[config.mk]
export PLATFORM = sky130hd
export DESIGN_NAME = ksa_engine
export DESIGN_NICKNAME = d
export VERILOG_FILES = /design/src/rtl/ksa_engine.sv
export SDC_FILE = /design/constraint.sdc
export NUM_CORES = 1
export LEC_CHECK = 0
export ABC_AREA = 1
export BUFFER_PORTS_ARGS = -buffer_cell sky130_fd_sc_hd__buf_2
export CAP_MARGIN = 20
export CORE_MARGIN = 2
export CORE_UTILIZATION = 60
export DETAILED_ROUTE_END_ITERATION = 8
export GPL_TIMING_DRIVEN = 1
export PLACE_DENSITY = 0.95
export SKIP_LAST_GASP = 1
export SLEW_MARGIN = 20
export SYNTH_ARGS = -nofsm -noshare
export SYNTH_HDL_FRONTEND = slang
export SYNTH_SLANG_ARGS = --single-unit
[constraint.sdc]
create_clock -name clk -period 5.58 [get_ports clk]
set_clock_uncertainty 0.05 [all_clocks]
set_input_delay 0.558 -clock clk [delete_from_list [all_inputs] [get_ports clk]]
set_output_delay 0.558 -clock clk [all_outputs]
set_load 0.01 [all_outputs]
[src/rtl/ksa_engine.sv]
// ksa_engine
// RC4 key-scheduling over an external 256x8 S-box memory with a 1-cycle
// registered read port. On start, the engine latches a candidate key and fills
// S with the identity permutation. It then runs the 256-step swap loop, spending
// 6 clocks on each step. When S is ready, done pulses for one cycle.
//
// Ports
//   clk      : rising-edge clock
//   reset    : asynchronous, active-high
//   start    : run request, sampled only in IDLE
//   key      : candidate key, byte 0 = key[23:16]
//   busy     : engine owns the S-memory port (run in progress, done cycle excluded)
//   done     : one-cycle pulse when S is fully permuted
//   s_addr   : S-memory address
//   s_wdata  : S-memory write data
//   s_wren   : S-memory write enable
//   s_rdata  : S-memory read data, valid one cycle after s_addr
module ksa_engine #(
  parameter int KEY_BYTES = 3
) (
  input  logic                   clk,
  input  logic                   reset,
  input  logic                   start,
  input  logic [8*KEY_BYTES-1:0] key,
  output logic                   busy,
  output logic                   done,
  output logic [7:0]             s_addr,
  output logic [7:0]             s_wdata,
  output logic                   s_wren,
  input  logic [7:0]             s_rdata
);

  localparam int KW = 8 * KEY_BYTES;

  typedef enum logic [3:0] {
    IDLE, FILL, RD_I, LAT_I, RD_J, LAT_J, WR_I, WR_J, DONE
  } state_t;

  state_t          state, nxt;
  logic [KW-1:0]   key_r;
  logic [7:0]      i, j, si, sj;
  logic [1:0]      kidx;   // i mod 3, stepped alongside i
  logic [7:0]      kbyte;

  // Key byte for the current i (byte 0 is the most significant byte).
  always_comb begin
    case (kidx)
      2'd1:    kbyte = key_r[KW-9  -: 8];
      2'd2:    kbyte = key_r[KW-17 -: 8];
      default: kbyte = key_r[KW-1  -: 8];
    endcase
  end

  // State register
  always_ff @(posedge clk or posedge reset) begin
    if (reset) state <= IDLE;
    else       state <= nxt;
  end

  // Next-state logic
  always_comb begin
    nxt = state;
    case (state)
      IDLE:  if (start) nxt = FILL;
      FILL:  if (i == 8'hFF) nxt = RD_I;
      RD_I:  nxt = LAT_I;
      LAT_I: nxt = RD_J;
      RD_J:  nxt = LAT_J;
      LAT_J: nxt = WR_I;
      WR_I:  nxt = WR_J;
      WR_J:  nxt = (i == 8'hFF) ? DONE : RD_I;
      DONE:  nxt = IDLE;
      default: nxt = IDLE;
    endcase
  end

  // Index, key and swap-operand registers
  always_ff @(posedge clk or posedge reset) begin
    if (reset) begin
      key_r <= '0;
      i     <= '0;
      j     <= '0;
      si    <= '0;
      sj    <= '0;
      kidx  <= '0;
    end else begin
      case (state)
        IDLE: if (start) begin
          key_r <= key;
          i     <= '0;
          j     <= '0;
          kidx  <= '0;
        end
        // The last fill write leaves i ready for the swap loop at 0.
        FILL:  i <= (i == 8'hFF) ? 8'h00 : i + 8'd1;
        LAT_I: begin
          si <= s_rdata;
          j  <= j + s_rdata + kbyte;
        end
        LAT_J: sj <= s_rdata;
        WR_J: if (i != 8'hFF) begin
          i    <= i + 8'd1;
          kidx <= (kidx == 2'd2) ? 2'd0 : kidx + 2'd1;
        end
        default: ;
      endcase
    end
  end

  // Outputs are decoded from state, so reset clears them without waiting for a clock.
  always_comb begin
    busy    = 1'b0;
    done    = 1'b0;
    s_addr  = 8'h00;
    s_wdata = 8'h00;
    s_wren  = 1'b0;
    case (state)
      FILL: begin
        busy = 1'b1; s_addr = i; s_wdata = i; s_wren = 1'b1;
      end
      RD_I, LAT_I: begin
        busy = 1'b1; s_addr = i;
      end
      // j already holds the updated value here.
      RD_J, LAT_J: begin
        busy = 1'b1; s_addr = j;
      end
      WR_I: begin
        busy = 1'b1; s_addr = i; s_wdata = sj; s_wren = 1'b1;
      end
      // If i == j, both writes put the original value back, so no special case is needed.
      WR_J: begin
        busy = 1'b1; s_addr = j; s_wdata = si; s_wren = 1'b1;
      end
      DONE: done = 1'b1;
      default: ;
    endcase
  end

endmodule

==> results of run 1 <==
[synth_stat cells, types with 8 or more instances]
master    number
fa_1           8
o211ai_1       8
nor2_1        24
o21ai_0       34
dfrtp_1       62
mux2_2        12
o22ai_1       17
a21oi_1       17
inv_1         67
nand3_1       23
nand2_1      102
ha_1          10
[sequential cells by signal (all words and copies together) (netlist names)]
name,count
key_r,24
i,8
kidx,2
j,8
sj,8
state,4
si,8
[cell type report]
cell class	count	area (um2)	area share, %
repair buffers	55	280.3	7.011
multi-input cells	279	1609	40.25
well taps	72	90.09	2.254
flip-flops and latches	62	1551	38.81
clock buffers	12	155.1	3.881
inverters	71	266.5	6.667
clock inverters	4	45.04	1.127
[metal layers]
layer	track usage, %	part of all wire, %	vias to the layer above
met2	45.83	47	160
met4	13.73	3.0	0
met5	0	0	-
li1	-	-	1482
met1	36.25	43	1522
met3	5.169	7.1	28
[cell families (layout without fill, tap and decap cells)]
| kind of cell | after synthesis | count (layout) | synth area share [%] |
|---|---|---|---|
| AND/OR/NAND/NOR | 164 | 164 | 19.99 |
| AO/OA/AOI/OAI | 80 | 80 | 12.97 |
| buffers and inverters | 80 | 142 | 9.005 |
| flip-flops | 62 | 62 | 44.67 |
| adder cells (fa/ha/maj) | 18 | 18 | 8.213 |
| multiplexers | 12 | 12 | 3.891 |
| XOR/XNOR | 5 | 5 | 1.261 |
[critical path, cell delays in order, from the launching register on]
cell     delay [ns]
dfrtp_1        0.37
inv_1          0.09
ha_1           0.54
o21ai_0        0.18
fa_1           0.51
ha_1           0.19
inv_1          0.06
fa_1           0.41
inv_1          0.11
nand3_1        0.09
nand3_1        0.11
nand3_1        0.10
nand3_1        0.10
nand2_1        0.06
[stage by stage]
stage,hold slack (ns),util (%),worst slack [ns],instances,instance area (um2)
2_1_floorplan,0.3991,-,2.784,421,3473
3_3_place_gp,0.4161,68.54,2.789,539,3797
3_5_place_dp,0.4237,68.54,2.561,539,3797
4_1_cts,0.3868,72.15,2.523,555,3998
5_1_grt,0.3970,72.15,2.282,555,3998
6_report,0.3846,72.15,2.482,555,3998
[worst max path at each step]
stage                             endpoint  cells after the start
after floorplan           j[7]$_DFFE_PP0P_                     14
after global placement    j[7]$_DFFE_PP0P_                     13
after detailed placement  j[7]$_DFFE_PP0P_                     13
after CTS                 j[7]$_DFFE_PP0P_                     13
after global routing      j[7]$_DFFE_PP0P_                     13
final                     j[7]$_DFFE_PP0P_                     13
[power by group through the flow]
| stage | clock (mW) | combinational (mW) | sequential [mW] |
|---|---|---|---|
| after floorplan | 0 | 0.0436 | 0.460 |
| after global placement | 0 | 0.0659 | 0.461 |
| after detailed placement | 0 | 0.0701 | 0.461 |
| after CTS | 0.405 | 0.0707 | 0.452 |
| after global routing | 0.424 | 0.0795 | 0.452 |
| final | 0.403 | 0.0712 | 0.452 |
==> impl_metrics.tcl, run 1 <==
set metrics [dict create \
    start_util_pct 62.69 \
    reg2reg_depth 13 \
    core_area_mm2 0.005540 \
    rsz0062_at_grt "false" \
    clockRootBuffer "clkbuf_8" \
    ys_ff_latch 62 \
    internal_power_mw 0.7077 \
    status "completed" \
    tns_ns 0 \
    power_switching_mw 0.2189 \
    port_buffers 53 \
    rows 27 \
    htreeDepth 3 \
    syn_inst 421 \
    synth_top_area_cell "dfrtp_1" \
    final_common_cell "nand2_1" \
    antenna_found_initial 0 \
    pwr_density_cell_mw_per_mm2 231.8 \
    path_clk_slew_ns 0.06 \
    drive_gt1_share_pct 19.88 \
    synth_area_mm2 0.003473 \
    clkSinkCount 62 \
    pwr-share-comb_pct 7.7 \
    dr_total_vias 3192 \
    tightest_slew_ns 0.7694 \
    final_cell_mix "102 x nand2_1, 66 x inv_1, 62 x dfrtp_1, 53 x buf_2, 34 x o21ai_0" \
    netlist.area_leader.share_pct 44.67 \
    cts_buffers 9 \
    r2r_setup_slack_ns 2.48 \
    clock.fmax_mhz 322.7 \
    timing.rr.start "kidx[0]$_DFFE_PP0P_" \
    min_period_ns 3.098 \
    finalHoldViolations 0 \
    cp.required_ns 5.76 \
    ys_warn_count 0 \
    grt_pass1_wl_um 13720 \
    clkPwrFrac_pct 43.5 \
    syn_avg_cell_area_um2 8.250 \
    startpoint "kidx[0]$_DFFE_PP0P_" \
    grtUsageTotal_pct 28.15 \
    place_congestion 0.8614 \
    synth-seq-area-share_pct 44.67 \
    cap_violations 0 \
    drcViolationCount 0 \
    synth-edff-count 0 \
    syn2layout_area_growth_pct 15.09 \
    wl_per_cell_um 15.01 \
    synth_flop_cell "dfrtp_1" \
    timing.rr.end "j[7]$_DFFE_PP0P_" \
    hold_class "input pin to async pin" \
    static-leakage-power_nw 2.152 \
    die_x_um 80.09 \
    fillers 409 \
    wirelength_um 8328 \
    synthTopCellsByArea "dfrtp_1 45%, nand2_1 11%, inv_1 7.2%, o21ai_0 4.9%, fa_1 4.6%" \
    viasPerCell 5.751 \
    overflow 0 \
    num_antenna_cells 0 \
    worst-setup-path-type "register to register" \
    power_mw 0.9266 \
    nets 531 \
    place_hpwl_um 6085 \
    cts_setup_buffers 0 \
    irDropWorstVdd_v 0.0001919 \
    fin_crit_sh_pct 55.53 \
    grt_max_degree 63 \
    grt_pass1_vias 3027 \
    clock_path_buffers 2 \
    postSynth.asyncResetShare_pct 100.0 \
    p_seq_share_pct 48.8 \
    finalSetupViolCount 0 \
    drt_first_iter_violations 246 \
    dr.pass1.iters 5 \
    cts_resized 0 \
    clkLatencyLatePin_ns 0.35 \
    cts_tree "built" \
    start_kind "register" \
    end_kind "register" \
    arrival_ns 3.28 \
    finalMaxSlewViolations 0 \
    dieArea_mm2 0.006414 \
    holdBufCountCts 0 \
    io_pins 54 \
    syn-num-nets 474 \
    slew-limit-headroom_pct 48.71 \
    path_max_fanout 16 \
    sw_frac_of_total_pct 23.63 \
    drtAntennaViolNets 0 \
    ys_types 29 \
    die_h_um 80.09 \
]
Power figures use the tool's default switching activity.
==> run 2, diff against run 1 <==
--- a/config.mk
+++ b/config.mk
@@ -9,10 +9,10 @@
 export BUFFER_PORTS_ARGS = -buffer_cell sky130_fd_sc_hd__buf_2
 export CAP_MARGIN = 20
 export CORE_MARGIN = 2
-export CORE_UTILIZATION = 60
+export CORE_UTILIZATION = 51
 export DETAILED_ROUTE_END_ITERATION = 8
 export GPL_TIMING_DRIVEN = 1
-export PLACE_DENSITY = 0.95
+export PLACE_DENSITY = 0.88
 export SKIP_LAST_GASP = 1
 export SLEW_MARGIN = 20
 export SYNTH_ARGS = -nofsm -noshare
==> constraint.sdc (replaced) <==
create_clock -name clk -period 2.8 [get_ports clk]
set_clock_uncertainty 0.05 [all_clocks]
set_input_delay 0.28 -clock clk [delete_from_list [all_inputs] [get_ports clk]]
set_output_delay 0.28 -clock clk [all_outputs]
set_load 0.01 [all_outputs]
==> run 2 against run 1 <==
Against the previous run:
- clock power up 99%
- largest power group unchanged
- critical path depth up 3
- maximum frequency up 11%
- combinational power up 130%
- final area up 4.2%
- count of clock-buffer cells in the layout unchanged
==> impl_metrics.tcl, run 2 (synthesis gave the netlist of run 1 again) <==
set metrics [dict create \
    grt_pass1_vias 3055 \
    die_h_um 86.53 \
    rsz0062_at_grt "true" \
    finalHoldViolations 0 \
    grtUsageTotal_pct 24.43 \
    static-leakage-power_nw 2.187 \
    pwr_density_cell_mw_per_mm2 447.9 \
    grt_max_degree 63 \
    wirelength_um 8759 \
    tightest_slew_ns 0.7911 \
    port_buffers 53 \
    power_switching_mw 0.4401 \
    timing.rr.end "j[7]$_DFFE_PP0P_" \
    place_hpwl_um 6110 \
    pwr-share-comb_pct 8.8 \
    drive_gt1_share_pct 25.46 \
    rows 30 \
    start_util_pct 51.99 \
    dr_total_vias 3212 \
    overflow 0 \
    grt_pass1_wl_um 14150 \
    clockRootBuffer "clkbuf_8" \
    final_cell_mix "102 x nand2_1, 62 x dfrtp_1, 60 x inv_1, 53 x buf_2, 31 x o21ai_0" \
    htreeDepth 3 \
    dr.pass1.iters 5 \
    tns_ns 0 \
    place_congestion 0.8458 \
    start_kind "register" \
    drt_first_iter_violations 296 \
    sw_frac_of_total_pct 23.58 \
    cts_tree "built" \
    viasPerCell 5.625 \
    irDropWorstVdd_v 0.0003354 \
    hold_class "input pin to async pin" \
    cts_buffers 9 \
    die_x_um 86.53 \
    slew-limit-headroom_pct 47.26 \
    end_kind "register" \
    largest_register_ffs 24 \
    p_seq_share_pct 48.3 \
    core_area_mm2 0.006681 \
    fillers 550 \
    clock.fmax_mhz 359.0 \
    placed_cell_area_mm2 0.003845 \
    final_common_cell "nand2_1" \
    multi_input_area_mm2 0.001708 \
    reg2reg_depth 16 \
    holdWs_ns 0.1026 \
    io_pins 54 \
    final_util_pct 62.36 \
    timing.rr.start "kidx[0]$_DFFE_PP0P_" \
    final_cell_area_mm2 0.004167 \
    min_period_ns 2.786 \
    holdBufCountCts 0 \
    power_mw 1.866 \
    fin_crit_sh_pct 99.49 \
    cp.required_ns 2.99 \
    clock_path_buffers 2 \
    path_max_fanout 4 \
    setup_ws_ns 0.01418 \
    internal_power_mw 1.426 \
    antenna_found_initial 0 \
    clkLatencyLatePin_ns 0.35 \
    register_area_mm2 0.001551 \
    drcViolationCount 0 \
    worst-setup-path-type "register to register" \
    num_antenna_cells 0 \
    finalSetupViolCount 0 \
    place_ws_ns -0.1394 \
    dieArea_mm2 0.007487 \
    nets 539 \
    wl_per_cell_um 15.34 \
    final_cells 571 \
    top_register "key_r" \
    drtAntennaViolNets 0 \
    dp_cells 552 \
    status "completed" \
    clkPwrFrac_pct 42.9 \
    path_clk_slew_ns 0.07 \
    r2r_setup_slack_ns 0.01 \
    syn2layout_area_growth_pct 19.96 \
    cap_violations 0 \
    arrival_ns 2.97 \
    finalMaxSlewViolations 0 \
    clkSinkCount 62 \
]
## run 2: cell count changes in the layout (fill, tap and decap cells not counted), sizes merged
cell,previous run,this run
buf,55,63
## run 2: timing repair
action | CTS | global route
resized for setup | 8 | 19
gates cloned | 0 | 0
hold endpoints to repair | 0 | 0
pin swaps | 0 | 7
buffers inserted | 0 | 3
endpoints found under the setup margin | 3 | 3
## run 2: how the worst max path moves through the flow
stage / start / end / slack [ns]
after global routing: kidx[0]$_DFFE_PP0P_ / j[7]$_DFFE_PP0P_ / -0.10
after floorplan: kidx[0]$_DFFE_PP0P_ / j[7]$_DFFE_PP0P_ / 0.004
after detailed placement: kidx[1]$_DFFE_PP0P_ / j[6]$_DFFE_PP0P_ / -0.14
after CTS: kidx[0]$_DFFE_PP0P_ / j[6]$_DFFE_PP0P_ / -0.0005
final: kidx[0]$_DFFE_PP0P_ / j[7]$_DFFE_PP0P_ / 0.01
after global placement: kidx[0]$_DFFE_PP0P_ / j[6]$_DFFE_PP0P_ / 0.01
## run 2: routing by layer
layer | vias up | wire length (um) | global-route usage, %
met5 | - | 0 | 0
met4 | 0 | 259 | 10.09
met3 | 23 | 710 | 6.000
met2 | 165 | 4260 | 39.72
met1 | 1523 | 3528 | 31.42
li1 | 1501 | - | -
## run 2: cell type report
class / instances / area share, %
Sequential cell: 62 / 37.24
Timing Repair Buffer: 63 / 8.168
Multi-Input combinational cell: 279 / 40.99
Clock buffer: 12 / 3.724
Inverter: 71 / 6.396
Tap cell: 80 / 2.402
Clock inverter: 4 / 1.081
## run 2: worst max-delay path, stage by stage, from the launching register on
cell,delay (ns)
dfrtp_1,0.38
inv_2,0.07
ha_2,0.20
inv_2,0.09
o22ai_1,0.09
nand2_1,0.08
o21ai_2,0.07
fa_1,0.55
ha_2,0.21
inv_2,0.05
fa_2,0.39
inv_2,0.07
nand3_1,0.09
nand3_2,0.08
nand3_1,0.08
nand3_1,0.08
nand2_1,0.06
## run 2: power groups by stage
| stage | logic (mW) | registers (mW) | clock network, mW |
|---|---|---|---|
| finish | 0.165 | 0.901 | 0.800 |
| global route | 0.183 | 0.901 | 0.840 |
| CTS | 0.140 | 0.901 | 0.807 |
| detailed placement | 0.138 | 0.918 | 0 |
| global placement | 0.131 | 0.918 | 0 |
| floorplan | 0.0868 | 0.917 | 0 |
==> run 3, diff against run 2 <==
--- a/config.mk
+++ b/config.mk
@@ -9,10 +9,10 @@
 export BUFFER_PORTS_ARGS = -buffer_cell sky130_fd_sc_hd__buf_2
 export CAP_MARGIN = 20
 export CORE_MARGIN = 2
-export CORE_UTILIZATION = 51
+export CORE_UTILIZATION = 57
 export DETAILED_ROUTE_END_ITERATION = 8
 export GPL_TIMING_DRIVEN = 1
-export PLACE_DENSITY = 0.88
+export PLACE_DENSITY = 0.92
 export SKIP_LAST_GASP = 1
 export SLEW_MARGIN = 20
 export SYNTH_ARGS = -nofsm -noshare
==> constraint.sdc (replaced) <==
create_clock -name clk -period 3.2 [get_ports clk]
set_clock_uncertainty 0.05 [all_clocks]
set_input_delay 0.32 -clock clk [delete_from_list [all_inputs] [get_ports clk]]
set_output_delay 0.32 -clock clk [all_outputs]
set_load 0.01 [all_outputs]
==> run 3 against run 2 <==
Against the previous run:
- non-clock buffer count decreased by 7
- hold slack improved by 0.048 ns
- maximum frequency decreased by 5.3%
- sequential share of layout area increased by 1.4 points
- clock power decreased by 11%
- flip-flop and latch count unchanged
- cell count decreased by 2.1%
- critical path depth unchanged
- utilization increased by 5.5 points
- register-to-register slack improved by 0.24 ns
- critical endpoint unchanged
==> impl_metrics.tcl, run 3 (synthesis gave the netlist of run 1 again) <==
set metrics [dict create \
    static-leakage-power_nw 2.147 \
    min_from "key[4]" \
    start_util_pct 58.66 \
    r2r_setup_slack_ns 0.26 \
    final_util_pct 67.81 \
    largest_register_ffs 24 \
    end_kind "register" \
    hold_class "input pin to register" \
    slew-limit-headroom_pct 48.80 \
    path_max_fanout 5 \
    drt_first_iter_violations 236 \
    port_buffers 53 \
    core_area_mm2 0.005921 \
    path_clk_slew_ns 0.07 \
    overflow 0 \
    cp.required_ns 3.39 \
    clock_path_buffers 2 \
    reg2reg_depth 16 \
    dr.pass1.iters 5 \
    path_cells "inv_1 > ha_1 > inv_1 > o22ai_1 > nand2_1 > o21ai_0 > fa_1 > ha_1 > inv_1 > fa_1 > inv_1 > nand3_1 > nand3_1 > nand3_1 > nand3_1 > nand2_1" \
    grt_max_degree 40 \
    holdWs_ns 0.1506 \
    pwr_density_cell_mw_per_mm2 405.7 \
    cts_setup_buffers 0 \
    holdPathEnd "key_r[4]$_DFFE_PP0P_" \
    clock.fmax_mhz 339.9 \
    grt_pass1_wl_um 13630 \
    num_antenna_cells 0 \
    irDropWorstVdd_v 0.0003002 \
    worst-setup-path-type "register to register" \
    finalHoldViolations 0 \
    drive_gt1_share_pct 20.04 \
    status "completed" \
    timing.rr.end "j[7]$_DFFE_PP0P_" \
    hold_depth 2 \
    syn2layout_area_growth_pct 15.60 \
    finalMaxSlewViolations 0 \
    place_congestion 0.9150 \
    cts_tree "built" \
    finalSetupViolCount 0 \
    worst_path_max_delay_cell "fa_1" \
    final_cell_area_mm2 0.004015 \
    die_x_um 82.06 \
    grt_pass1_vias 2915 \
    placed_cell_area_mm2 0.003801 \
    start_kind "register" \
    io_pins 54 \
    slowest_delay_ns 0.53 \
    final_common_cell "nand2_1" \
    viasPerCell 5.569 \
    clkSinkCount 62 \
    htreeDepth 3 \
    die_h_um 82.06 \
    drtAntennaViolNets 0 \
    final_cell_mix "102 x nand2_1, 65 x inv_1, 62 x dfrtp_1, 53 x buf_2, 34 x o21ai_0" \
    cap_violations 0 \
    top_register "key_r" \
    nets 532 \
    dieArea_mm2 0.006734 \
    grtUsageTotal_pct 27.55 \
    place_hpwl_um 6077 \
    dr_total_vias 3113 \
    arrival_ns 3.13 \
    tightest_slew_ns 0.7662 \
    wl_per_cell_um 14.94 \
    fin_crit_sh_pct 91.93 \
    timing.rr.start "kidx[0]$_DFFE_PP0P_" \
    cts_buffers 9 \
    wirelength_um 8354 \
    drcViolationCount 0 \
    rows 28 \
    min_period_ns 2.942 \
    clockRootBuffer "clkbuf_8" \
    clkLatencyLatePin_ns 0.36 \
    tns_ns 0 \
    rsz0062_at_grt "false" \
    antenna_found_initial 0 \
]
==> run 3: layout make-up <==
class	count	area (um2)
clock inverters	3	42.54
repair buffers	56	290.3
inverters	71	266.5
well taps	75	93.84
multi-input cells	279	1612
flip-flops and latches	62	1551
fillers	488	1906
clock buffers	13	158.9
==> run 3: worst max-delay path, delay by kind of cell, from the launching register on <==
kind | cells | cell delay [ns]
buf+inv | 4 | 0.38
compound gates | 2 | 0.20
flops | 1 | 0.35
fa+ha+maj | 4 | 1.41
simple gates | 6 | 0.44
==> run 3: stage by stage <==
step	power [mW]	cells	setup slack, ns
global placement	0.9176	542	0.3988
CTS	1.632	559	0.1806
floorplan	0.8787	421	0.4044
global route	1.687	559	0.04486
finish	1.629	559	0.2582
detailed placement	0.9271	542	0.1854
==> run 3: worst max-delay path by stage <==
stage	from	to	slack [ns]
final	kidx[0]$_DFFE_PP0P_	j[7]$_DFFE_PP0P_	0.26
after global routing	kidx[0]$_DFFE_PP0P_	j[7]$_DFFE_PP0P_	0.04
after CTS	kidx[1]$_DFFE_PP0P_	j[7]$_DFFE_PP0P_	0.18
after detailed placement	kidx[1]$_DFFE_PP0P_	j[7]$_DFFE_PP0P_	0.19
after global placement	kidx[0]$_DFFE_PP0P_	j[7]$_DFFE_PP0P_	0.40
after floorplan	kidx[0]$_DFFE_PP0P_	j[7]$_DFFE_PP0P_	0.40
==> run 3: report_power, final <==
group	internal [mW]	switching (mW)	total [mW]
sequential	0.786	0.00257	0.789
combinational	0.0509	0.0754	0.126
clock	0.402	0.312	0.714
total	1.24	0.390	1.63
==> run 3: what timing repair did <==
action / 4_1_cts / 5_1_grt
endpoints found under the hold margin: 27 / 0
setup endpoints to repair: 0 / 1
resized for setup: 0 / 2
hold buffers: 1 / 0
==> run 3: layer usage <==
| layer | up-vias | wire (um) | track usage [%] |
|---|---|---|---|
| li1 | 1478 | - | - |
| met1 | 1464 | 3515 | 35.29 |
| met2 | 163 | 4033 | 45.85 |
| met3 | 8 | 731 | 8.352 |
| met4 | 0 | 73 | 6.833 |
| met5 | - | 0 | 0 |
